### src/rtl/uart_rcv_ctrl.sv
// UART receive control: line synchronizer, start detect, frame FSM, shift register and output buffer.
// Drives the bit-timer clear/enable and holds the last byte with ready/overrun/framing status.
module uart_rcv_ctrl #(
    parameter int DATA_BITS = 8
) (
    input  logic                 clk,
    input  logic                 n_rst,
    input  logic                 serial_in,
    input  logic                 shift_strobe,
    input  logic                 packet_done,
    input  logic                 data_read,
    output logic                 timer_clear,
    output logic                 timer_enable,
    output logic [DATA_BITS-1:0] rx_data,
    output logic                 data_ready,
    output logic                 overrun_error,
    output logic                 framing_error
);

    typedef enum logic [2:0] {
        IDLE,
        CLEAR,
        RECEIVE,
        STOP_CHECK,
        LOAD
    } state_t;

    state_t               state_q, state_d;
    logic                 sync_meta_q;
    logic                 sync_q;
    logic                 sync_prev_q;
    logic [DATA_BITS:0]   shift_q;
    logic [DATA_BITS-1:0] rx_data_q;
    logic                 data_ready_q;
    logic                 overrun_q;
    logic                 framing_q;
    logic                 start_det;

    assign start_det = sync_prev_q & ~sync_q;

    // Line idles high, so the synchronizer resets to 1 to avoid a false start after reset.
    always_ff @(posedge clk or negedge n_rst) begin
        if (!n_rst) begin
            sync_meta_q <= 1'b1;
            sync_q      <= 1'b1;
            sync_prev_q <= 1'b1;
        end else begin
            sync_meta_q <= serial_in;
            sync_q      <= sync_meta_q;
            sync_prev_q <= sync_q;
        end
    end

    always_ff @(posedge clk or negedge n_rst) begin
        if (!n_rst) begin
            state_q <= IDLE;
        end else begin
            state_q <= state_d;
        end
    end

    always_comb begin
        state_d      = state_q;
        timer_clear  = 1'b0;
        timer_enable = 1'b0;
        case (state_q)
            IDLE: begin
                if (start_det) begin
                    state_d = CLEAR;
                end
            end
            CLEAR: begin
                timer_clear = 1'b1;
                state_d     = RECEIVE;
            end
            RECEIVE: begin
                timer_enable = 1'b1;
                if (packet_done) begin
                    state_d = STOP_CHECK;
                end
            end
            STOP_CHECK: begin
                state_d = shift_q[DATA_BITS] ? LOAD : IDLE;
            end
            LOAD: begin
                state_d = IDLE;
            end
            default: begin
                state_d = IDLE;
            end
        endcase
    end

    // LSB arrives first, so shifting right leaves the stop bit in the MSB after a full frame.
    always_ff @(posedge clk or negedge n_rst) begin
        if (!n_rst) begin
            shift_q <= '1;
        end else if ((state_q == RECEIVE) && shift_strobe) begin
            shift_q <= {sync_q, shift_q[DATA_BITS:1]};
        end
    end

    always_ff @(posedge clk or negedge n_rst) begin
        if (!n_rst) begin
            rx_data_q    <= '0;
            data_ready_q <= 1'b0;
            overrun_q    <= 1'b0;
        end else if (state_q == LOAD) begin
            rx_data_q    <= shift_q[DATA_BITS-1:0];
            data_ready_q <= 1'b1;
            // A read in the load cycle consumes the old byte, so nothing is lost.
            if (data_read) begin
                overrun_q <= 1'b0;
            end else if (data_ready_q) begin
                overrun_q <= 1'b1;
            end
        end else if (data_read) begin
            data_ready_q <= 1'b0;
            overrun_q    <= 1'b0;
        end
    end

    always_ff @(posedge clk or negedge n_rst) begin
        if (!n_rst) begin
            framing_q <= 1'b0;
        end else if (state_q == CLEAR) begin
            framing_q <= 1'b0;
        end else if ((state_q == STOP_CHECK) && !shift_q[DATA_BITS]) begin
            framing_q <= 1'b1;
        end
    end

    assign rx_data       = rx_data_q;
    assign data_ready    = data_ready_q;
    assign overrun_error = overrun_q;
    assign framing_error = framing_q;

endmodule

### config.mk
export PLATFORM = sky130hd
export DESIGN_NAME = uart_rcv_ctrl
export DESIGN_NICKNAME = d
export VERILOG_FILES = /design/src/rtl/uart_rcv_ctrl.sv
export SDC_FILE = /design/constraint.sdc
export NUM_CORES = 1
export LEC_CHECK = 0
export CAP_MARGIN = 20
export CORE_AREA = 2 2 51 53
export CTS_BUF_LIST = sky130_fd_sc_hd__clkbuf_4 sky130_fd_sc_hd__clkbuf_8 sky130_fd_sc_hd__clkbuf_16
export DETAILED_ROUTE_END_ITERATION = 10
export DIE_AREA = 0 0 53 55
export GPL_TIMING_DRIVEN = 0
export PLACE_DENSITY = 0.71
export SYNTH_ARGS = -nofsm -noshare
export SYNTH_HDL_FRONTEND = slang
export SYNTH_SLANG_ARGS = --single-unit
### constraint.sdc
create_clock -name clk -period 1.9 [get_ports clk]
set_input_delay 0.19 -clock clk [delete_from_list [all_inputs] [get_ports clk]]
set_output_delay 0.19 -clock clk [all_outputs]
set_load 0.01 [all_outputs]
Word level (Yosys, flattened, before mapping)
Cells that the tools add are included.

Register bits: 26. Output and inout bits: 13. Word-level logic and storage cells: 39.

Eq/ne operators: 6. Mux-type cells: 13. Bitwise operators: 2. Reduce and logical (&&, ||, !) cells: 9.

Operators by type and width (count): $pmux W3 S4 (1); $mux W1 (9); $mux W3 (3); $eq A3 B2 Y1 const B (2); $reduce_bool A2 Y1 (3); $ne A2 B2 Y1 const B (2); $reduce_and A2 Y1 (2); $eq A3 B1 Y1 const B (1); $eq A3 B3 Y1 const B (1); $logic_not A3 Y1 (1); $logic_and A1 B1 Y1 (2); $and A1 B1 Y1 (1); $logic_not A1 Y1 (1); $not A1 Y1 (1).

Longest topological paths before layout
Gate-level depths: netlist (run 1).

Depth in word-level cells: 4. Depth in mapped cells: 4. Depth with buffers taken out: 2.

Worst setup path before layout (run 1)
Ideal clock, no wire load.

Path type: reg2reg. Start point: register state_q[1]. End point: register rx_data_q[0] (netlist: rx_data[0]). Arrival: 1.295 ns. Data required time: 1.775 ns. Path slack: 0.480 ns. Cell stages (with the launch flop): 5. Buffers on the path: 2. Clock period less this slack: 1.420 ns. Cells stage by stage: dfrtp_1 > buf_6 > or3b_1 > buf_6 > mux2_4.

Cells in the longest elaborated chain, start to end: 1.

Ends and longest elaborated chain: start: declaration (RTL line 28) `state_t state_q, state_d;`; start signal: assignment (RTL line 58) `state_q <= state_d;`; $eq A3 B3 Y1 (RTL line 108) `end else if (state_q == LOAD) begin`; end signal: assignment (RTL line 109) `rx_data_q <= shift_q[DATA_BITS-1:0];`; end: declaration (RTL line 33) `logic [DATA_BITS-1:0] rx_data_q;`.

Every way passes these cells. A chain may end at the register's enable or synchronous reset.

Final worst setup path (run 1)
Start point: register state_q[2]. End point: output port timer_clear.

Cells in the longest elaborated chain, start to end: 2.

Ends and longest elaborated chain: $eq A3 B1 Y1 (RTL line 66) `case (state_q)`; $mux W1 (RTL line 66); end: declaration (RTL line 12) `output logic timer_clear,`.

Every way passes these cells.

==> impl_results.md, run 1 <==
- CTS Buffer Depth: 2
- Main synth FF type: dfrtp_1
- FMAX: around 560 MHz
- Final Max Tran Viols: 0
- Metal2 WL: approximately 770 microns
- WS Path Type: register to output port
- Most common cell after layout, fill and taps aside: clkdlybuf4s50_1
- Post-synth EDFFs: 0
- Synth Area in XOR/XNOR: 0.853%
- Final setup vio count: 0
- DR top layer: met4
- Post-synthesis compound-gate area fraction: 2.19%
- Tightest Pin Transition: 0.417 ns
- Fin crit period: 1.79 ns
- Largest net degree at the start of global routing: 27
- DP HPWL: 1.00 mm
- Worst setup SP type: register
- Fillcell total: 205
- Critical path fanouts, max: 7
- Via density: 4.72
- Total GRT Usage: 12.3%
- Clk network pwr share: about an eighth
- Maxcap violations: 0
- Number of global-route vias before repair: roughly 540
- Clock Skews: 0.00420 ns
- Routed length on met3: around 46 microns
- Final Wtd Congestion: 0.667
- Number of diodes: 0
- Post-synthesis mux area share: 21.6%
- Sw frac: 28.2%
- P per Cell Area: ~1500 mW/mm^2
- Power share of the combinational group: 37.4%
- Via count: 548
- Post-synthesis cell type count: 18
- First-pass GRT wire length: 2.49 mm
- DP Area: 0.00124 sq mm
- Clock sinks: 26
- Final hold violation count: 0
- 1st-iter DRT viols: 4
- Port-buffer cells: 18
- Clk_lat worst skew: 0.31 ns
- RSZ-0062 raised after global routing: false
- Initial antenna violation count: 0
- Most frequent cells in the layout: clkdlybuf4s50_1 (18), dfrtp_1 (13), dfstp_2 (12), mux2_2 (9), mux2_4 (8)
- Largest family of logic cells by synthesized area: multiplexers
- Core Rows: 18
- Design Power: 1900 uW
- Die Width: 53 microns
- Mapped Area: 0.00103 sq mm
- Nets: 94
- Net switching power: 536 uW
- Core box area: 0.00236 sq mm
- Period utilisation layout: 94.1%
- TNS Setup: 0 ns
- Wire per inst: between 10 and 15 microns
- Post-synthesis cell count: 64
- 1st-pass router iterations: 3
- Synth Area per Inst: 16.1 sq um
- Design area: about 0.0013 sq mm
- Total congestion overflow: 0
- CTS buffer count: 3
- Worst EP required: 1.71 ns
- Register area share after synthesis: approximately 65%
- H-tree depth: 1
- Synth Warn #: 0
- Clock transition at path regs: 0.13 ns
- DRC viols: 0
- WL final: ~1.5 mm
- Static Leak: between 0.0005 and 0.0006 uW
- Inst Count DP: 112
- CTS tree: yes
- Initial Util: 43.4%
- Layout Cells excl Fill: between 100 and 150
- # IOs: 19
- Status: completed
- Syn_nets: 70
- CP arrival: 1.60 ns
- Die area: a little under 0.003 sq mm
- Root Buffer: clkbuf_4
- Synth Area in Adders: 0%
- Maximum vdd drop: 820 uV
- Asr flop ratio synth: 100%
- Area delta synth->final: 26.2%
- Routed length on met1: between 700 and 800 microns
- Hold Path Class: input pin to async pin
- Pint: 1360 uW
- Rel. slew slack: 72.1%
- Die Y: 55 microns
- Yosys reg bits: 26
- Setup crit end kind: output port
- Fraction of layout cells with a size suffix above 1: ~44%
- Post-DRT Antenna Nets: 0
- Hold Slack: roughly 0.16 ns
- Part of the power in registers: 51.0%
- Simple-Gate Fraction of Synth Area: 7.55%
==> metal layers <==
layer  up-vias  global-route usage [%]
met5         -                       0
met4         0                    7.69
met3         2                    3.23
met2         7                    19.0
met1       275                    15.5
li1        264                       -
==> what timing repair did <==
| item | 4_1_cts | 5_1_grt |
|---|---|---|
| gates resized for setup | 0 | 1 |
| buffers inserted | 0 | 0 |
| hold buffers | 0 | 0 |
| endpoints found under the setup margin | 0 | 1 |
==> final timing paths <==
kind	startpoint	to	slack, ns	cells past startpoint
setup / recovery	state_q[2]	timer_clear	0.11	3
hold / removal	n_rst	framing_error	0.16	1
setup reg to reg	state_q[1]	rx_data[7]	0.43	4
hold reg to reg	sync_meta_q	sync_q	0.36	0
max in group asynchronous	n_rst	shift_q[2]	1.22	2
min in group clk	serial_in	sync_meta_q	0.28	1
==> cells in the mapped netlist (2+ instances only) <==
master,count,area (sq um)
nand2_1,3,11.3
mux2_4,8,120
dfrtp_1,14,350
buf_6,2,22.5
mux2_2,9,101
nor2_1,3,11.3
nor3b_1,2,15.0
nand2b_1,2,12.5
dfstp_2,12,315
==> power by group through the flow <==
| stage | combinational [uW] | sequential [uW] | clock [uW] |
|---|---|---|---|
| global route | 763 | 996 | 262 |
| CTS | 707 | 967 | 236 |
| detailed placement | 703 | 979 | 0 |
| floorplan | 411 | 975 | 0 |
| global placement | 691 | 965 | 0 |
| finish | 709 | 967 | 221 |
==> per-stage QoR <==
| stage | util (%) | setup slack [ns] |
|---|---|---|
| floorplan | - | 0.480 |
| global placement | 52.6 | 0.295 |
| detailed placement | 52.6 | 0.301 |
| CTS | 53.6 | 0.0833 |
| global route | 54.8 | 0.0232 |
| finish | 54.8 | 0.112 |
==> registers in the layout (all words and copies together), names as in the netlist <==
| name | cells |
|---|---|
| shift_q | 9 |
| rx_data | 8 |
| state_q | 3 |
| data_ready | 1 |
| framing_error | 1 |
| overrun_error | 1 |
| sync_meta_q | 1 |
| sync_prev_q | 1 |
| sync_q | 1 |
==> worst max-delay path, cell delays in order, from the launching register on <==
cell and delay, ns:
dfrtp_2 0.47, nand2b_1 0.19, nor2_1 0.10, clkdlybuf4s50_1 0.54
==> final cells by class <==
cell class	count	area (sq um)	share of cell area, %
Multi-Input combinational cell	34	330	25.5
Buffer	3	27.5	2.12
Sequential cell	26	667	51.4
Tap cell	30	37.5	2.90
Inverter	1	3.75	0.290
Clock buffer	3	22.5	1.74
Timing Repair Buffer	19	208	16.0
==> kinds of logic (layout without fill, tap and decap cells) <==
family	Yosys count	in the layout
compound gates	3	3
xor+xnor	1	1
buf+inv	4	26
flops	26	26
mux	17	17
simple gates	13	13
(Power assumes the default switching activity.)
==> run 2, diff against run 1 <==
- CORE_AREA: 2 2 51 53 -> 2 2 60 62
- DIE_AREA: 0 0 53 55 -> 0 0 62 64
- PLACE_DENSITY: 0.71 -> 0.54
==> run 2 against run 1 <==
Against the previous run:
- via count increased by 2.9%
- cell area increased by 2.5%
- worst setup slack got worse by 0.0070 ns
- core utilization decreased by 14 points
- flip-flop and latch count unchanged
- first-iteration DRC count increased to 3.5 times the previous value
- wire length decreased by 1.8%
- critical path type unchanged
- highest routed layer unchanged
==> impl_results.md, run 2 (synthesized netlist as in run 1, its figures left out) <==
- Power share of the combinational group: 36.3%
- Clock Skews: 0.00800 ns
- Part of the power in registers: roughly half
- Maxcap violations: 0
- Area of the multi-input gates: 330 sq um
- DR top layer: met4
- Core Rows: 21
- Routed length on met1: slightly above 700 microns
- Reg2reg setup slack: 0.41 ns
- First-pass GRT wire length: 2.82 mm
- Final setup vio count: 0
- DRC viols: 0
- Tightest Pin Transition: 0.453 ns
- TNS Setup: 0 ns
- Post-DRT Antenna Nets: 0
- Nets: 94
- Die Y: roughly 64 microns
- CTS buffer count: 3
- P per Cell Area: 1450 mW/mm^2
- H-tree depth: 1
- CP max stage cell: clkdlybuf4s50_1
- Static Leak: 0.000579 uW
- Port-buffer cells: 18
- Wire per inst: 11.4 microns
- Clk_lat worst skew: slightly above 0.3 ns
- Delay-heaviest family, CP: buffers and inverters
- Via count: 564
- WS Path Type: register to output port
- # IOs: 19
- Most common cell after layout, fill and taps aside: clkdlybuf4s50_1
- Post-CTS resize count: 0
- Initial antenna violation count: 0
- RSZ-0062 raised after global routing: false
- Slowest cell delay on critical path: between 0.5 and 0.6 ns
- Number of global-route vias before repair: 601
- Worst EP required: 1.71 ns
- Core box area: 0.00328 sq mm
- Largest net degree at the start of global routing: 20
- R2R depth: 3
- Setup crit end kind: output port
- CTS Buffer Depth: 2
- Total congestion overflow: 0
- Layout Cells excl Fill: 133
- Final hold violation count: 0
- 1st-pass router iterations: 2
- DP Area: 0.00129 sq mm
- DP HPWL: 1.09 mm
- Fin crit period: 1.79 ns
- CP Depth: 3
- Top reg by flops: shift_q
- Post-CTS setup buffer count: 0
- Crit path capture: timer_clear
- Hold Slack: ~0.18 ns
- Rel. slew slack: a little over two thirds
- Setup crit start: state_q[2]
- Period utilisation layout: 94.5%
- Total GRT Usage: 9.75%
- Design area: 0.00133 sq mm
- Critical path fanouts, max: 7
- Clock transition at path regs: 0.13 ns
- FMAX: 557 MHz
- WL final: 1.52 mm
- Largest register FFs: 9
- Worst setup SP type: register
- Metal2 WL: 744 microns
- CP arrival: 1.60 ns
- Maximum vdd drop: 352 uV
- Die Width: 62 microns
- CTS tree: yes
- 1st-iter DRT viols: 14
- Net switching power: 529 uW
- Status: completed
- Clk network pwr share: 14.0%
- WP buf/inv: 1
- Hold Path Class: input pin to async pin
- Pint: 1400 uW
- Worst-path cell chain: nand2b_1, nor2_1, clkdlybuf4s50_1
- Reg-to-Reg Start: state_q[0]
- Routed length on met3: 22 microns
- Sw frac: 27.4%
- Initial Util: 31.3%
- FF-to-FF End: shift_q[6]
- Number of diodes: 0
- Inst Count DP: approximately 130
- Root Buffer: clkbuf_4
- Fraction of layout cells with a size suffix above 1: a little over two fifths
- Post-route core utilization: 40.5%
- Clock sinks: 26
- Most frequent cells in the layout: clkdlybuf4s50_1 (18), dfrtp_1 (14), dfstp_2 (12), mux2_2 (9), mux2_4 (8)
- Final Wtd Congestion: 0.679
- Fillcell total: 309
- Reg area: roughly 670 sq um
- Via density: 4.24
- Area delta synth->final: 29.4%
- Final Max Tran Viols: 0
- Die area: a little under 0.004 sq mm
- Hold Buf Count CTS: 0
## run 2: cell type report
class	count	share of cell area [%]
Multi-Input combinational cell	34	24.9
Inverter	1	0.282
Clock buffer	4	2.73
Sequential cell	26	50.1
Buffer	3	2.07
Timing Repair Buffer	19	15.6
Tap cell	46	4.33
## run 2: power groups by stage
stage	Combinational (uW)	Sequential, uW	Clock [uW]
floorplan	411	975	0
global placement	696	970	0
detailed placement	710	978	0
CTS	714	966	287
global route	760	992	322
finish	702	960	270
## run 2: worst min-delay path by stage
stage	to	slack [ns]
finish	framing_error	0.18
global route	framing_error	0.17
CTS	framing_error	0.18
detailed placement	sync_q	0.35
global placement	sync_q	0.35
floorplan	data_ready	-0.11
## run 2: stage by stage
| stage | worst slack [ns] | power, uW |
|---|---|---|
| 6_report | 0.105 | 1930 |
| 5_1_grt | 0.00692 | 2070 |
| 4_1_cts | 0.0700 | 1970 |
| 3_5_place_dp | 0.235 | 1690 |
| 3_3_place_gp | 0.276 | 1670 |
| 2_1_floorplan | 0.480 | 1390 |
## run 2: routing by layer
metal  track usage (%)  vias up
li1                  -      268
met3              1.82        2
met5                 0        -
met2              14.5        7
met1              12.6      287
met4              6.38        0
